### src/rtl/debug_mem_dumper_if.sv
// Debug-memory dump link: MEM-stage debug read port, byte stream to the UART TX, start/busy/done.
// master = dumper side, slave = MEM stage / TX / debug-unit side.
interface debug_mem_dumper_if #(
  parameter int NB_DATA = 32,
  parameter int NB_ADDR = 7
);
  logic               i_start;
  logic [NB_DATA-1:0] i_mem_data;
  logic               i_bit_sucio;
  logic [NB_ADDR-1:0] o_addr;
  logic               o_ctrl_addr_debug;
  logic               o_ctrl_wr_debug;
  logic               o_read_du;
  logic [7:0]         o_tx_data;
  logic               o_tx_valid;
  logic               i_tx_ready;
  logic               o_busy;
  logic               o_done;

  modport master (
    input  i_start, i_mem_data, i_bit_sucio, i_tx_ready,
    output o_addr, o_ctrl_addr_debug, o_ctrl_wr_debug, o_read_du,
    output o_tx_data, o_tx_valid, o_busy, o_done
  );

  modport slave (
    output i_start, i_mem_data, i_bit_sucio, i_tx_ready,
    input  o_addr, o_ctrl_addr_debug, o_ctrl_wr_debug, o_read_du,
    input  o_tx_data, o_tx_valid, o_busy, o_done
  );
endinterface

### src/rtl/debug_mem_dumper.sv
// Sweeps data memory via the MEM debug port, streams dirty words as addr + 4 data bytes, ends with 0xFF.
// Per word: READ_LAT+2 cycles if clean; SEND stalls with valid/data held while TX is not ready.
module debug_mem_dumper #(
  parameter int NB_DATA   = 32,
  parameter int NB_ADDR   = 7,
  parameter int MEM_DEPTH = 128,
  parameter int READ_LAT  = 2
) (
  input logic                  i_clock,
  input logic                  i_reset,
  debug_mem_dumper_if.master   bus
);
  localparam int WCNT_W = $clog2(READ_LAT + 1);

  typedef enum logic [2:0] {IDLE, WAIT, CHECK, SEND, NEXT, TERM, DONE} state_t;

  state_t             state;
  state_t             state_nxt;
  logic [NB_ADDR-1:0] addr;
  logic [2:0]         idx;
  logic [WCNT_W-1:0]  wcnt;
  logic [NB_DATA-1:0] cap_data;
  logic               cap_dirty;

  logic xfer;
  logic wait_last;
  logic addr_last;
  logic [7:0] addr_byte;

  assign xfer      = bus.o_tx_valid && bus.i_tx_ready;
  assign wait_last = (wcnt == WCNT_W'(READ_LAT - 1));
  assign addr_last = (addr == NB_ADDR'(MEM_DEPTH - 1));

  always_ff @(posedge i_clock or posedge i_reset) begin
    if (i_reset) state <= IDLE;
    else         state <= state_nxt;
  end

  always_comb begin
    state_nxt = state;
    case (state)
      IDLE:    if (bus.i_start) state_nxt = WAIT;
      WAIT:    if (wait_last) state_nxt = CHECK;
      CHECK:   state_nxt = cap_dirty ? SEND : NEXT;
      SEND:    if (xfer && idx == 3'd4) state_nxt = NEXT;
      NEXT:    state_nxt = addr_last ? TERM : WAIT;
      TERM:    if (xfer) state_nxt = DONE;
      DONE:    state_nxt = IDLE;
      default: state_nxt = IDLE;
    endcase
  end

  always_ff @(posedge i_clock or posedge i_reset) begin
    if (i_reset) begin
      addr      <= '0;
      idx       <= '0;
      wcnt      <= '0;
      cap_data  <= '0;
      cap_dirty <= 1'b0;
    end else begin
      case (state)
        IDLE: if (bus.i_start) begin
          addr <= '0;
          wcnt <= '0;
        end
        WAIT: begin
          wcnt <= wcnt + 1'b1;
          if (wait_last) begin
            cap_data  <= bus.i_mem_data;
            cap_dirty <= bus.i_bit_sucio;
          end
        end
        CHECK: idx <= '0;
        SEND:  if (xfer && idx != 3'd4) idx <= idx + 1'b1;
        // Stay on the last address so o_addr never reaches MEM_DEPTH.
        NEXT: if (!addr_last) begin
          addr <= addr + 1'b1;
          wcnt <= '0;
        end
        default: ;
      endcase
    end
  end

  always_comb begin
    addr_byte = '0;
    addr_byte[NB_ADDR-1:0] = addr;
  end

  always_comb begin
    bus.o_addr            = addr;
    bus.o_ctrl_addr_debug = 1'b0;
    bus.o_ctrl_wr_debug   = 1'b0;
    bus.o_read_du         = 1'b0;
    bus.o_busy            = 1'b0;
    bus.o_done            = 1'b0;
    bus.o_tx_valid        = 1'b0;
    bus.o_tx_data         = 8'h00;
    if (state != IDLE && state != DONE) begin
      bus.o_ctrl_addr_debug = 1'b1;
      bus.o_ctrl_wr_debug   = 1'b1;
      bus.o_read_du         = 1'b1;
      bus.o_busy            = 1'b1;
    end
    if (state == DONE) bus.o_done = 1'b1;
    if (state == SEND) begin
      bus.o_tx_valid = 1'b1;
      case (idx)
        3'd0:    bus.o_tx_data = addr_byte;
        3'd1:    bus.o_tx_data = cap_data[31:24];
        3'd2:    bus.o_tx_data = cap_data[23:16];
        3'd3:    bus.o_tx_data = cap_data[15:8];
        default: bus.o_tx_data = cap_data[7:0];
      endcase
    end
    if (state == TERM) begin
      bus.o_tx_valid = 1'b1;
      bus.o_tx_data  = 8'hFF;
    end
  end
endmodule
### src/flat_wrapper.sv
// flat-port wrapper written by rule: the top's interface ports become plain ports
module debug_mem_dumper_flat 
#(
  parameter int NB_DATA   = 32,
  parameter int NB_ADDR   = 7,
  parameter int MEM_DEPTH = 128,
  parameter int READ_LAT  = 2
)
  (i_clock, i_reset, bus_i_start, bus_i_mem_data, bus_i_bit_sucio, bus_i_tx_ready, bus_o_addr, bus_o_ctrl_addr_debug, bus_o_ctrl_wr_debug, bus_o_read_du, bus_o_tx_data, bus_o_tx_valid, bus_o_busy, bus_o_done);
  debug_mem_dumper_if #(.NB_DATA(NB_DATA), .NB_ADDR(NB_ADDR)) bus_i ();
  input logic i_clock;
  input logic i_reset;
  input wire logic [$bits(bus_i.i_start)-1:0] bus_i_start;
  input wire logic [$bits(bus_i.i_mem_data)-1:0] bus_i_mem_data;
  input wire logic [$bits(bus_i.i_bit_sucio)-1:0] bus_i_bit_sucio;
  input wire logic [$bits(bus_i.i_tx_ready)-1:0] bus_i_tx_ready;
  output wire logic [$bits(bus_i.o_addr)-1:0] bus_o_addr;
  output wire logic [$bits(bus_i.o_ctrl_addr_debug)-1:0] bus_o_ctrl_addr_debug;
  output wire logic [$bits(bus_i.o_ctrl_wr_debug)-1:0] bus_o_ctrl_wr_debug;
  output wire logic [$bits(bus_i.o_read_du)-1:0] bus_o_read_du;
  output wire logic [$bits(bus_i.o_tx_data)-1:0] bus_o_tx_data;
  output wire logic [$bits(bus_i.o_tx_valid)-1:0] bus_o_tx_valid;
  output wire logic [$bits(bus_i.o_busy)-1:0] bus_o_busy;
  output wire logic [$bits(bus_i.o_done)-1:0] bus_o_done;
  assign bus_i.i_start = bus_i_start;
  assign bus_i.i_mem_data = bus_i_mem_data;
  assign bus_i.i_bit_sucio = bus_i_bit_sucio;
  assign bus_i.i_tx_ready = bus_i_tx_ready;
  assign bus_o_addr = bus_i.o_addr;
  assign bus_o_ctrl_addr_debug = bus_i.o_ctrl_addr_debug;
  assign bus_o_ctrl_wr_debug = bus_i.o_ctrl_wr_debug;
  assign bus_o_read_du = bus_i.o_read_du;
  assign bus_o_tx_data = bus_i.o_tx_data;
  assign bus_o_tx_valid = bus_i.o_tx_valid;
  assign bus_o_busy = bus_i.o_busy;
  assign bus_o_done = bus_i.o_done;
  debug_mem_dumper #(.NB_DATA(NB_DATA), .NB_ADDR(NB_ADDR), .MEM_DEPTH(MEM_DEPTH), .READ_LAT(READ_LAT)) u_core (.i_clock(i_clock), .i_reset(i_reset), .bus(bus_i));
endmodule
### config.mk
export PLATFORM = sky130hd
export DESIGN_NAME = debug_mem_dumper_flat
export DESIGN_NICKNAME = d
export VERILOG_FILES = /design/src/rtl/debug_mem_dumper_if.sv /design/src/rtl/debug_mem_dumper.sv /design/src/flat_wrapper.sv
export SDC_FILE = /design/constraint.sdc
export NUM_CORES = 1
export LEC_CHECK = 0
export ABC_CLOCK_PERIOD_IN_PS = 4300
export CAP_MARGIN = 20
export CELL_PAD_IN_SITES_DETAIL_PLACEMENT = 0
export CELL_PAD_IN_SITES_GLOBAL_PLACEMENT = 1
export CORE_ASPECT_RATIO = 1.2
export CORE_MARGIN = 2
export CORE_UTILIZATION = 35
export DETAILED_ROUTE_END_ITERATION = 10
export HOLD_SLACK_MARGIN = 0.08
export PLACE_DENSITY = 0.8
export SETUP_SLACK_MARGIN = 0.02
export SLEW_MARGIN = 5
export SYNTH_ARGS = -nofsm -noshare
export SYNTH_HDL_FRONTEND = slang
export SYNTH_SLANG_ARGS = --single-unit
### constraint.sdc
create_clock -name i_clock -period 4.3 [get_ports i_clock]
set_clock_uncertainty 0.2 [all_clocks]
set_input_delay 0.86 -clock i_clock [delete_from_list [all_inputs] [get_ports i_clock]]
set_output_delay 0.86 -clock i_clock [all_outputs]
set_load 0.02 [all_outputs]
==> Flow_metrics.wiki, run 1 <==
{| class="wikitable"
! Metric !! Value
|-
| Status || complete, no violations
|-
| Data required, critical path || 3.24 ns
|-
| Max stage delay on crit path || 0.64 ns
|-
| Hold-fix buffers, CTS || 0
|-
| Average via count per standard cell || 5.35
|-
| Antenna violations before repair || 0
|-
| Share of synthesized registers carrying an async set or reset || 100%
|-
| Total placed instance area || 3160 um^2
|-
| Hold Slack || 0.302 ns
|-
| Share of the yosys chip area belonging to registers || 46.6%
|-
| Top-Level Pins || 58
|-
| DRC violation total after the first TritonRoute iteration || 127
|-
| Die extent in y || 98.0 um
|-
| Post-cts gate resize count || 0
|-
| Number of distinct library cells after synthesis || 41
|-
| Number of maximum-capacitance violations || 0
|-
| Half-perimeter wire length after placement || 4.18 mm
|-
| Power per standard cell area || 665 nW/um^2
|-
| Cell leakage power || 1.35 nW
|-
| Routed WL || 5.72 mm
|-
| Register clock-pin slew on the reported worst setup and hold paths || 0.08 ns
|-
| Antenna cell count || 0
|-
| Die outline width || 82.3 um
|-
| Class of the worst hold path || reg2reg
|-
| Total count of hold-check failures in the final report || 0
|-
| Maximum VDD drop || 0.000301 V
|-
| Most used DFF post-synth || dfrtp_1
|-
| Post-synthesis instance total || 231
|-
| Number of cell rows || 34
|-
| CTS sink cnt || 48
|-
| Worst rel slew slack || 68.9%
|-
| Top post-synthesis cells by area || dfrtp_1 (47%), mux2_2 (15%), ha_1 (3.4%)
|-
| Overall Global Routing Usage || 15.1%
|-
| Crit path launch type || flip-flop
|-
| Overflow left after global routing || 0
|-
| Clock tree from TritonCTS || yes
|-
| Final setup fails || 0
|-
| Number of storage elements in the synthesis netlist || 48
|-
| Critical path's top delay family || buffers and inverters
|-
| # H-tree levels || 2
|-
| Mean Syn Cell Area || 11.1 um^2
|-
| Final weighted congestion in routability-driven placement || 0.758
|-
| Post-synthesis instance area || 2570 um^2
|-
| Final critical delay including setup and external delays || 3.94 ns
|-
| IO Port Bufs || 57
|-
| Area share of the largest cell type after synthesis || 46.6%
|-
| Post-Route Utilization || 45.6%
|-
| Critical path's slowest cell || clkdlybuf4s50_1
|-
| Final cell count without fillers || 371
|-
| Maximum number of pins on one net before global-route repair || 49
|-
| Peak Freq || 254 MHz
|-
| Clock Path Buffers || 2
|-
| Signal arrival time at the worst endpoint || 2.88 ns
|-
| Buffer cell driving the clock tree root || clkbuf_8
|-
| Total DRC errors in the routed layout || 0
|-
| Clock latency on the worst-skew pair || 0.30 ns
|-
| Buffers inserted during post-CTS setup optimization || 0
|-
| Area leader, netlist || dfrtp_1
|-
| Unrepaired setup endpoints after global routing || false
|-
| Number of buffer and inverter instances along the worst setup path || 2
|-
| Nets in the synthesized netlist || 275
|-
| Floorplan die area || 8060 um^2
|-
| Vias after detailed routing || 1983
|-
| Worst-path cell chain || inv_1, ha_1, or3_4, a211oi_4, a21oi_1, o31ai_1, clkdlybuf4s50_1
|-
| Maximum fanout along the worst path || 10
|-
| Vias in the first global route || 1944
|-
| Tightest Pin Transition || 0.467 ns
|-
| Count of pins over their slew limit || 0
|-
| # placed instances || 362
|-
| Count of flip-flops with a built-in enable after synthesis || 0
|-
| Global-route wire length before repair || 9.49 mm
|-
| DR pass1 iterations || 4
|-
| Inserted Clock Buffers || 5
|-
| Sum Neg Setup Slack || 0 ns
|-
| Post-layout instance area || 3280 um^2
|-
| Initial core utilization || 35.8%
|-
| Antenna-violating nets left || 0
|-
| Fraction of final layout cells sized beyond drive strength 1 || 19.6%
|-
| Final nets || 324
|-
| Average wire per cell in the routed design || 15.4 um
|-
| Area growth syn-to-layout || 27.5%
|-
| Worst setup path class || reg2out
|-
| Count of synthesis-stage warnings from yosys || 0
|-
| Fin crit share || 91.6%
|-
| Core area || 7190 um^2
|-
| Element type at the critical path end || primary output
|}
-- through the flow --
step | setup WS, ns | total power [mW]
after floorplan | 1.34 | 1.63
after global placement | 0.736 | 1.89
after detailed placement | 0.690 | 1.92
after CTS | 0.346 | 2.21
after global routing | 0.158 | 2.36
final | 0.359 | 2.18
-- layout make-up --
class,instances,area (um^2)
sequential,48,1200
inverter,7,26.3
tap,90,113
multi-input combinational,158,1240
clock inverter,2,15.0
fill,702,3910
clock buffer,6,82.6
timing repair buffer,60,606
-- metal layers --
layer	wire length [um]	up-vias	track usage [%]
met5	0	-	0
met4	68	0	3.85
met3	267	6	2.59
met2	2910	48	24.8
met1	2480	979	20.5
li1	-	950	-
-- path summary, 6_finish.rpt --
kind | start | to | cells after the start | slack, ns
min in group asynchronous | i_reset | u_core.cap_data[27]$_DFFE_PP0P_ | 2 | 0.58
hold reg to reg | u_core.wcnt[0]$_DFFE_PP0P_ | u_core.wcnt[0]$_DFFE_PP0P_ | 1 | 0.30
setup reg to reg | u_core.state[0]$_DFFE_PP0P_ | u_core.cap_data[5]$_DFFE_PP0P_ | 5 | 2.17
max in group asynchronous | i_reset | u_core.cap_data[3]$_DFFE_PP0P_ | 3 | 2.84
setup / recovery | u_core.idx[0]$_DFFE_PP0P_ | bus_o_tx_data[6] | 7 | 0.36
hold / removal | u_core.wcnt[0]$_DFFE_PP0P_ | u_core.wcnt[0]$_DFFE_PP0P_ | 1 | 0.30
-- worst reg2reg max path: stages, from the launching register on --
cell,delay (ns)
dfrtp_1,0.37
buf_4,0.25
nor3b_1,0.27
and2_1,0.16
buf_4,0.37
mux2_2,0.41
-- cells in the mapped netlist (all sizes together) (2+ instances only) --
cell / count
nor2: 14
nor2b: 4
o22ai: 2
o31ai: 4
nor3: 7
or3: 2
a22o: 4
nand2b: 4
dfrtp: 48
nor3b: 2
clkbuf: 4
nand3: 6
a222oi: 7
inv: 7
o21ai: 12
mux2: 35
or2: 2
a211o: 6
o211ai: 2
a2bb2oi: 6
and3: 2
buf: 14
a21oi: 11
nand2: 7
ha: 7
-- flip-flops by register name, indices dropped and copies added (netlist names) --
| name | cells |
|---|---|
| u_core.cap_dirty | 1 |
| u_core.idx | 3 |
| u_core.bus.o_addr | 7 |
| u_core.wcnt | 2 |
| u_core.cap_data | 32 |
| u_core.state | 3 |
-- cells in the final DEF (no fill, tap or decap), types with 6 or more instances in the layout --
cell              n
o21ai_0          12
a21oi_1          10
a222oi_1          7
nor3_1            7
clkdlybuf4s50_1  57
dfrtp_1          48
nand3_1           6
inv_1             6
clkbuf_8          6
a2bb2oi_1         6
ha_1              7
nand2_1           7
nor2_1           14
a211o_1           6
mux2_2           35
-- kinds of logic (layout without fill, tap and decap cells) --
family,count (synthesis),in the layout,share of synthesized area (%)
AOI/OAI and AO/OA,60,60,17.6
and+or+nand+nor,54,54,11.0
buffers and inverters,25,75,5.25
adders and majority gates,7,7,3.40
muxes,36,36,15.7
DFF,48,48,46.6
xor gates and xnor gates,1,1,0.340
-- power breakdown --
group | switching (mW) | internal [mW]
combinational | 0.506 | 0.569
sequential | 0.169 | 0.656
clock | 0.151 | 0.130
total | 0.827 | 1.35
No activity file was read; power rests on OpenSTA's default activity.
==> inputs of run 2 (changes only) <==
--- a/config.mk
+++ b/config.mk
@@ -15,6 +15,7 @@
 export DETAILED_ROUTE_END_ITERATION = 10
 export HOLD_SLACK_MARGIN = 0.08
 export PLACE_DENSITY = 0.8
+export RECOVER_POWER = 50
 export SETUP_SLACK_MARGIN = 0.02
 export SLEW_MARGIN = 5
 export SYNTH_ARGS = -nofsm -noshare
==> Flow_metrics.wiki, run 2 (same netlist as run 1, synthesis figures left out) <==
{| class="wikitable"
! Metric !! Value
|-
| Maximum fanout along the worst path || 10 (unchanged)
|-
| Total placed instance area || 3160 um^2 (unchanged)
|-
| Average wire per cell in the routed design || 15.5 um (+0.23%)
|-
| Worst rel slew slack || -42.3% (-110 points)
|-
| Clock tree from TritonCTS || yes
|-
| Final critical delay including setup and external delays || 3.94 ns (+0.00373 ns)
|-
| Number of maximum-capacitance violations || 2 (+2)
|-
| Power per standard cell area || 669 nW/um^2 (+0.60%)
|-
| Register name with the most flops || u_core.cap_data
|-
| Global-route wire length before repair || 9.49 mm (unchanged)
|-
| Count of pins over their slew limit || 76 (+76)
|-
| Buffer cell driving the clock tree root || clkbuf_8
|-
| Top library cells by usage in the layout, fill and taps aside || clkdlybuf4s50_1 (55), dfrtp_1 (48), mux2_2 (35)
|-
| Overall Global Routing Usage || 15.1% (unchanged)
|-
| Max FFs per register || 32 (unchanged)
|-
| Met2 wire len || 2.87 mm (-1.3%)
|-
| Sequential Area || 1200 um^2 (unchanged)
|-
| Post-Route Utilization || 45.3% (-0.33 points)
|-
| Violations in the final reports || capacitance limit, slew limit
|-
| Die outline width || 82.3 um (unchanged)
|-
| Number of buffer and inverter instances along the worst setup path || 2 (unchanged)
|-
| Setup WS pre-CTS || 0.690 ns (unchanged)
|-
| Overflow left after global routing || 0 (unchanged)
|-
| Hold Slack || 0.296 ns (-0.00603 ns)
|-
| Element type at the critical path end || primary output
|-
| Register clock-pin slew on the reported worst setup and hold paths || 0.08 ns (about the same)
|-
| Class of the worst hold path || reg2reg
|-
| Peak Freq || 254 MHz (about the same)
|-
| Antenna violations before repair || 0 (unchanged)
|-
| Fraction of final layout cells sized beyond drive strength 1 || 18.1% (-1.4 points)
|-
| Data required, critical path || 3.24 ns (about the same)
|-
| # placed instances || 362 (unchanged)
|-
| Die extent in y || 98.0 um (unchanged)
|-
| Hold-fix buffers, CTS || 0 (unchanged)
|-
| Unrepaired setup endpoints after global routing || false
|-
| # H-tree levels || 2 (unchanged)
|-
| Status || finished, violations left
|-
| Post-layout instance area || 3260 um^2 (-0.72%)
|-
| DR pass1 iterations || 4 (unchanged)
|-
| Area growth syn-to-layout || 26.5%
|-
| Antenna-violating nets left || 0 (unchanged)
|-
| Critical path's slowest cell || clkdlybuf4s50_1
|-
| Clock Path Buffers || 2 (unchanged)
|-
| Commonest non-fill, non-tap cell in the layout || clkdlybuf4s50_1
|-
| Filler Cell Count || 706 (+0.57%)
|-
| Sum Neg Setup Slack || 0 ns (unchanged)
|-
| Setup slack of the critical path after layout || 0.355 ns (-0.00373 ns)
|-
| Clock latency on the worst-skew pair || 0.30 ns (about the same)
|-
| Inserted Clock Buffers || 5 (unchanged)
|-
| Number of cell rows || 34 (unchanged)
|-
| Multi-input combinational cell area || 1240 um^2 (unchanged)
|-
| Crit path launch type || flip-flop
|-
| Signal arrival time at the worst endpoint || 2.88 ns (about the same)
|-
| Final setup fails || 0 (unchanged)
|-
| Total power consumption of the routed design || 2.18 mW (-0.13%)
|-
| Antenna cell count || 0 (unchanged)
|-
| Average via count per standard cell || 5.32 (-0.50%)
|-
| Fin crit share || 91.7% (about the same)
|-
| Worst-path cell chain || inv_1, ha_1, or3_4, a211oi_4, a21oi_1, o31ai_1, clkdlybuf4s50_1
|-
| Total count of hold-check failures in the final report || 0 (unchanged)
|-
| Final nets || 324 (unchanged)
|-
| Reg2reg start || u_core.state[0]$_DFFE_PP0P_
|-
| Core area || 7190 um^2 (unchanged)
|-
| Worst setup path startpoint || u_core.idx[0]$_DFFE_PP0P_
|-
| Final cell count without fillers || 371 (unchanged)
|-
| Wire length on met1 || 2.58 mm (+4.0%)
|-
| IO Port Bufs || 57 (unchanged)
|-
| Total DRC errors in the routed layout || 0 (unchanged)
|-
| Critical path's top delay family || buffers and inverters
|-
| Maximum VDD drop || 0.000301 V (-0.13%)
|-
| Met3 routed wirelength || 219 um (-18%)
|-
| Maximum number of pins on one net before global-route repair || 49 (unchanged)
|-
| Buffers inserted during post-CTS setup optimization || 0 (unchanged)
|-
| Worst hold start || u_core.wcnt[0]$_DFFE_PP0P_
|-
| Initial core utilization || 35.8% (unchanged)
|-
| Half-perimeter wire length after placement || 4.18 mm (unchanged)
|-
| CTS sink cnt || 48 (unchanged)
|-
| Floorplan die area || 8060 um^2 (unchanged)
|-
| Post-cts gate resize count || 0 (unchanged)
|-
| Vias after detailed routing || 1973 (-0.50%)
|-
| Top metal layer carrying routed signals || met4
|-
| Top-Level Pins || 58 (unchanged)
|-
| Final weighted congestion in routability-driven placement || 0.758 (unchanged)
|-
| Routed WL || 5.73 mm (+0.23%)
|-
| Worst setup path class || reg2out
|-
| Max stage delay on crit path || 0.64 ns (about the same)
|-
| Tightest Pin Transition || 2.13 ns (+1.67 ns)
|-
| Cell leakage power || 1.34 nW (-1.1%)
|-
| Vias in the first global route || 1944 (unchanged)
|-
| DRC violation total after the first TritonRoute iteration || 134 (+5.5%)
|}
[run 2: cell types whose count changed in the layout (fill, tap and decap cells not counted)]
cell             before  now
inv_2                 1    0
buf_12                1    0
dlygate4sd3_1         0    2
buf_4                 2    0
inv_1                 6    7
clkdlybuf4s50_1      57   55
clkbuf_1              0    3
[run 2: path summary, 6_finish.rpt]
path                                              endpoint  slack [ns]  cells after the start
setup / recovery                          bus_o_tx_data[6]        0.36                      7
hold / removal                  u_core.wcnt[0]$_DFFE_PP0P_        0.30                      1
setup reg to reg            u_core.cap_data[5]$_DFFE_PP0P_        0.64                      5
hold reg to reg                 u_core.wcnt[0]$_DFFE_PP0P_        0.30                      1
max in group asynchronous   u_core.cap_data[4]$_DFFE_PP0P_        0.84                      3
min in group asynchronous  u_core.cap_data[27]$_DFFE_PP0P_        0.74                      2
[run 2: worst register-to-register path, delay by kind of cell, from the launching register on]
family / cells / cell delay [ns]
buffers and inverters: 2 / 2.05
DFF: 1 / 0.36
muxes: 1 / 0.46
and+or+nand+nor: 2 / 0.48
[run 2: cell type report]
class                           instances  share of cell area (%)
Sequential cell                        48                    36.9
Clock buffer                            6                    2.53
Tap cell                               90                    3.46
Clock inverter                          2                   0.461
Timing Repair Buffer                   60                    17.9
Multi-Input combinational cell        158                    38.0
Inverter                                7                   0.806
[run 2: power breakdown]
group | leakage (nW) | internal [mW] | switching, mW
clock network | 0.0434 | 0.130 | 0.151
logic | 0.705 | 0.568 | 0.506
registers | 0.588 | 0.656 | 0.167
total | 1.34 | 1.35 | 0.825
[run 2: per-layer routing]
layer / track usage [%] / vias to the layer above
met5: 0 / -
met4: 3.85 / 0
met3: 2.59 / 6
met2: 24.8 / 39
met1: 20.5 / 981
li1: - / 947
==> inputs of run 3 (changes only) <==
--- a/config.mk
+++ b/config.mk
@@ -5,13 +5,14 @@
 export SDC_FILE = /design/constraint.sdc
 export NUM_CORES = 1
 export LEC_CHECK = 0
-export ABC_CLOCK_PERIOD_IN_PS = 4300
+export ABC_CLOCK_PERIOD_IN_PS = 4700
 export CAP_MARGIN = 20
 export CELL_PAD_IN_SITES_DETAIL_PLACEMENT = 0
 export CELL_PAD_IN_SITES_GLOBAL_PLACEMENT = 1
 export CORE_ASPECT_RATIO = 1.2
 export CORE_MARGIN = 2
 export CORE_UTILIZATION = 35
+export CTS_CLUSTER_SIZE = 12
 export DETAILED_ROUTE_END_ITERATION = 10
 export HOLD_SLACK_MARGIN = 0.08
 export PLACE_DENSITY = 0.8
==> constraint.sdc (replaced) <==
create_clock -name i_clock -period 4.7 [get_ports i_clock]
set_clock_uncertainty 0.2 [all_clocks]
set_input_delay 0.94 -clock i_clock [delete_from_list [all_inputs] [get_ports i_clock]]
set_output_delay 0.94 -clock i_clock [all_outputs]
set_load 0.02 [all_outputs]
==> Flow_metrics.wiki, run 3 (same netlist as run 1, synthesis figures left out) <==
{| class="wikitable"
! Metric !! Value
|-
| DRC violation total after the first TritonRoute iteration || 124 (-7.5%)
|-
| Post-cts gate resize count || 0 (unchanged)
|-
| Final cell count without fillers || 370 (-0.27%)
|-
| Cell leakage power || 1.34 nW (about the same)
|-
| CP Capture Point || bus_o_tx_data[6]
|-
| CTS sink cnt || 48 (unchanged)
|-
| Core area || 7190 um^2 (unchanged)
|-
| Setup WS pre-CTS || 0.995 ns (+0.306 ns)
|-
| Average wire per cell in the routed design || 15.7 um (+1.5%)
|-
| Initial core utilization || 35.8% (unchanged)
|-
| Count of pins over their slew limit || 35 (-54%)
|-
| IO Port Bufs || 57 (unchanged)
|-
| Unrepaired setup endpoints after global routing || false
|-
| Crit path depth || 7 (unchanged)
|-
| Fraction of final layout cells sized beyond drive strength 1 || 18.2% (+0.065 points)
|-
| Peak Freq || 247 MHz
|-
| Violations in the final reports || capacitance limit, slew limit
|-
| Floorplan die area || 8060 um^2 (unchanged)
|-
| Max FFs per register || 32 (unchanged)
|-
| Tightest Pin Transition || 1.86 ns (-0.278 ns)
|-
| Average via count per standard cell || 5.32 (+0.12%)
|-
| Signal arrival time at the worst endpoint || 2.91 ns (+0.03 ns)
|-
| End of the worst register-to-register path || u_core.cap_data[10]$_DFFE_PP0P_
|-
| Die outline width || 82.3 um (unchanged)
|-
| Area growth syn-to-layout || 26.4%
|-
| Element type at the critical path end || primary output
|-
| Maximum VDD drop || 0.000306 V (+1.6%)
|-
| # H-tree levels || 2 (unchanged)
|-
| Final setup fails || 0 (unchanged)
|-
| Half-perimeter wire length after placement || 4.12 mm (-1.4%)
|-
| Overall Global Routing Usage || 15.5% (+0.40 points)
|-
| Number of maximum-capacitance violations || 1 (-1)
|-
| Register clock-pin slew on the reported worst setup and hold paths || 0.09 ns (about the same)
|-
| Final nets || 323 (-0.31%)
|-
| Final weighted congestion in routability-driven placement || 0.762 (+0.54%)
|-
| Status || finished, violations left
|-
| Antenna-violating nets left || 0 (unchanged)
|-
| Critical path's top delay family || buffers and inverters
|-
| Worst setup path class || reg2out
|-
| Global-route wire length before repair || 9.82 mm (+3.4%)
|-
| Number of buffer and inverter instances along the worst setup path || 2 (unchanged)
|-
| Worst-path cell chain || inv_1, ha_1, or3_4, a211oi_4, a21oi_1, o31ai_1, clkdlybuf4s50_1
|-
| Antenna cell count || 0 (unchanged)
|-
| Setup slack on the worst flop-to-flop path || 1.31 ns (+0.67 ns)
|-
| Worst setup path startpoint || u_core.idx[0]$_DFFE_PP0P_
|-
| Post-layout instance area || 3250 um^2 (-0.12%)
|-
| Crit path launch type || flip-flop
|-
| Buffer cell driving the clock tree root || clkbuf_8
|-
| Sum Neg Setup Slack || 0 ns (unchanged)
|-
| Routed WL || 5.81 mm (+1.2%)
|-
| Die extent in y || 98.0 um (unchanged)
|-
| Hold-fix buffers, CTS || 0 (unchanged)
|-
| Fin crit share || 86.2%
|-
| Maximum number of pins on one net before global-route repair || 49 (unchanged)
|-
| DR pass1 iterations || 4 (unchanged)
|-
| Depth of the worst register-to-register path || 4 (-1)
|-
| Max stage delay on crit path || 0.65 ns (about the same)
|-
| Antenna violations before repair || 0 (unchanged)
|-
| Vias after detailed routing || 1970 (-0.15%)
|-
| Top-Level Pins || 58 (unchanged)
|-
| Total count of hold-check failures in the final report || 0 (unchanged)
|-
| Number of cell rows || 34 (unchanged)
|-
| Data required, critical path || 3.56 ns (+0.32 ns)
|-
| Total DRC errors in the routed layout || 0 (unchanged)
|-
| Inserted Clock Buffers || 5 (unchanged)
|-
| Overflow left after global routing || 0 (unchanged)
|-
| Vias in the first global route || 1938 (-0.31%)
|-
| Clock Path Buffers || 2 (unchanged)
|-
| Setup slack of the critical path after layout || 0.648 ns (+0.293 ns)
|-
| Reg2reg start || u_core.state[0]$_DFFE_PP0P_
|-
| Final critical delay including setup and external delays || 4.05 ns
|-
| Critical path's slowest cell || clkdlybuf4s50_1
|-
| Buffers inserted during post-CTS setup optimization || 0 (unchanged)
|-
| Clock latency on the worst-skew pair || 0.30 ns (about the same)
|-
| Total placed instance area || 3160 um^2 (-0.24%)
|-
| Register name with the most flops || u_core.cap_data
|-
| Clock tree from TritonCTS || yes
|-
| Worst rel slew slack || -23.8% (+19 points)
|-
| Power per standard cell area || 614 nW/um^2 (-8.1%)
|-
| # placed instances || 361 (-0.28%)
|-
| Class of the worst hold path || reg2reg
|-
| Maximum fanout along the worst path || 10 (unchanged)
|-
| Top library cells by usage in the layout, fill and taps aside || clkdlybuf4s50_1 (55), dfrtp_1 (48), mux2_2 (35)
|-
| Commonest non-fill, non-tap cell in the layout || clkdlybuf4s50_1
|}
run 3: cell count changes in the layout (fill, tap and decap cells not counted):
cell | previous run | this run
clkbuf_1 | 3 | 2
run 3: through the flow:
step                power, mW  util [%]  hold slack [ns]
detailed placement       1.74      43.9            0.289
global route             2.15      45.3            0.336
global placement         1.72      43.9            0.281
CTS                      2.01      45.3            0.301
finish                   2.00      45.3            0.307
floorplan                1.49         -            0.256
run 3: worst reg2reg max path: stages, from the launching register on:
cell	delay [ns]
dfrtp_1	0.81
nor3b_1	0.32
and2_1	0.16
clkbuf_1	1.33
mux2_2	0.46
run 3: area by class of cell:
class | count | area [um^2]
tap | 90 | 113
inverter | 7 | 26.3
clock inverter | 2 | 15.0
sequential | 48 | 1200
fill | 684 | 3940
clock buffer | 6 | 82.6
multi-input combinational | 158 | 1240
timing repair buffer | 59 | 578
run 3: worst min-delay path by stage:
stage	slack, ns	startpoint	cells after the start	to
5_1_grt	0.34	u_core.wcnt[0]$_DFFE_PP0P_	1	u_core.wcnt[0]$_DFFE_PP0P_
6_report	0.31	u_core.wcnt[0]$_DFFE_PP0P_	1	u_core.wcnt[0]$_DFFE_PP0P_
2_1_floorplan	0.26	u_core.wcnt[0]$_DFFE_PP0P_	1	u_core.wcnt[0]$_DFFE_PP0P_
3_5_place_dp	0.29	u_core.wcnt[0]$_DFFE_PP0P_	1	u_core.wcnt[0]$_DFFE_PP0P_
4_1_cts	0.30	u_core.wcnt[0]$_DFFE_PP0P_	1	u_core.wcnt[0]$_DFFE_PP0P_
3_3_place_gp	0.28	u_core.wcnt[0]$_DFFE_PP0P_	1	u_core.wcnt[0]$_DFFE_PP0P_
run 3: where the power goes:
part	switching [mW]	leakage, nW	total (mW)	internal [mW]
clock network	0.144	0.0434	0.263	0.119
logic	0.440	0.704	0.957	0.517
registers	0.180	0.588	0.779	0.599
total	0.764	1.34	2.00	1.24
run 3: metal layers:
metal | vias to the layer above | part of all wire, % | track usage (%)
met5 | - | 0 | 0
met4 | 0 | 0.81 | 3.08
met3 | 5 | 3.9 | 3.51
met2 | 42 | 49 | 24.6
met1 | 971 | 47 | 21.7
li1 | 952 | - | -
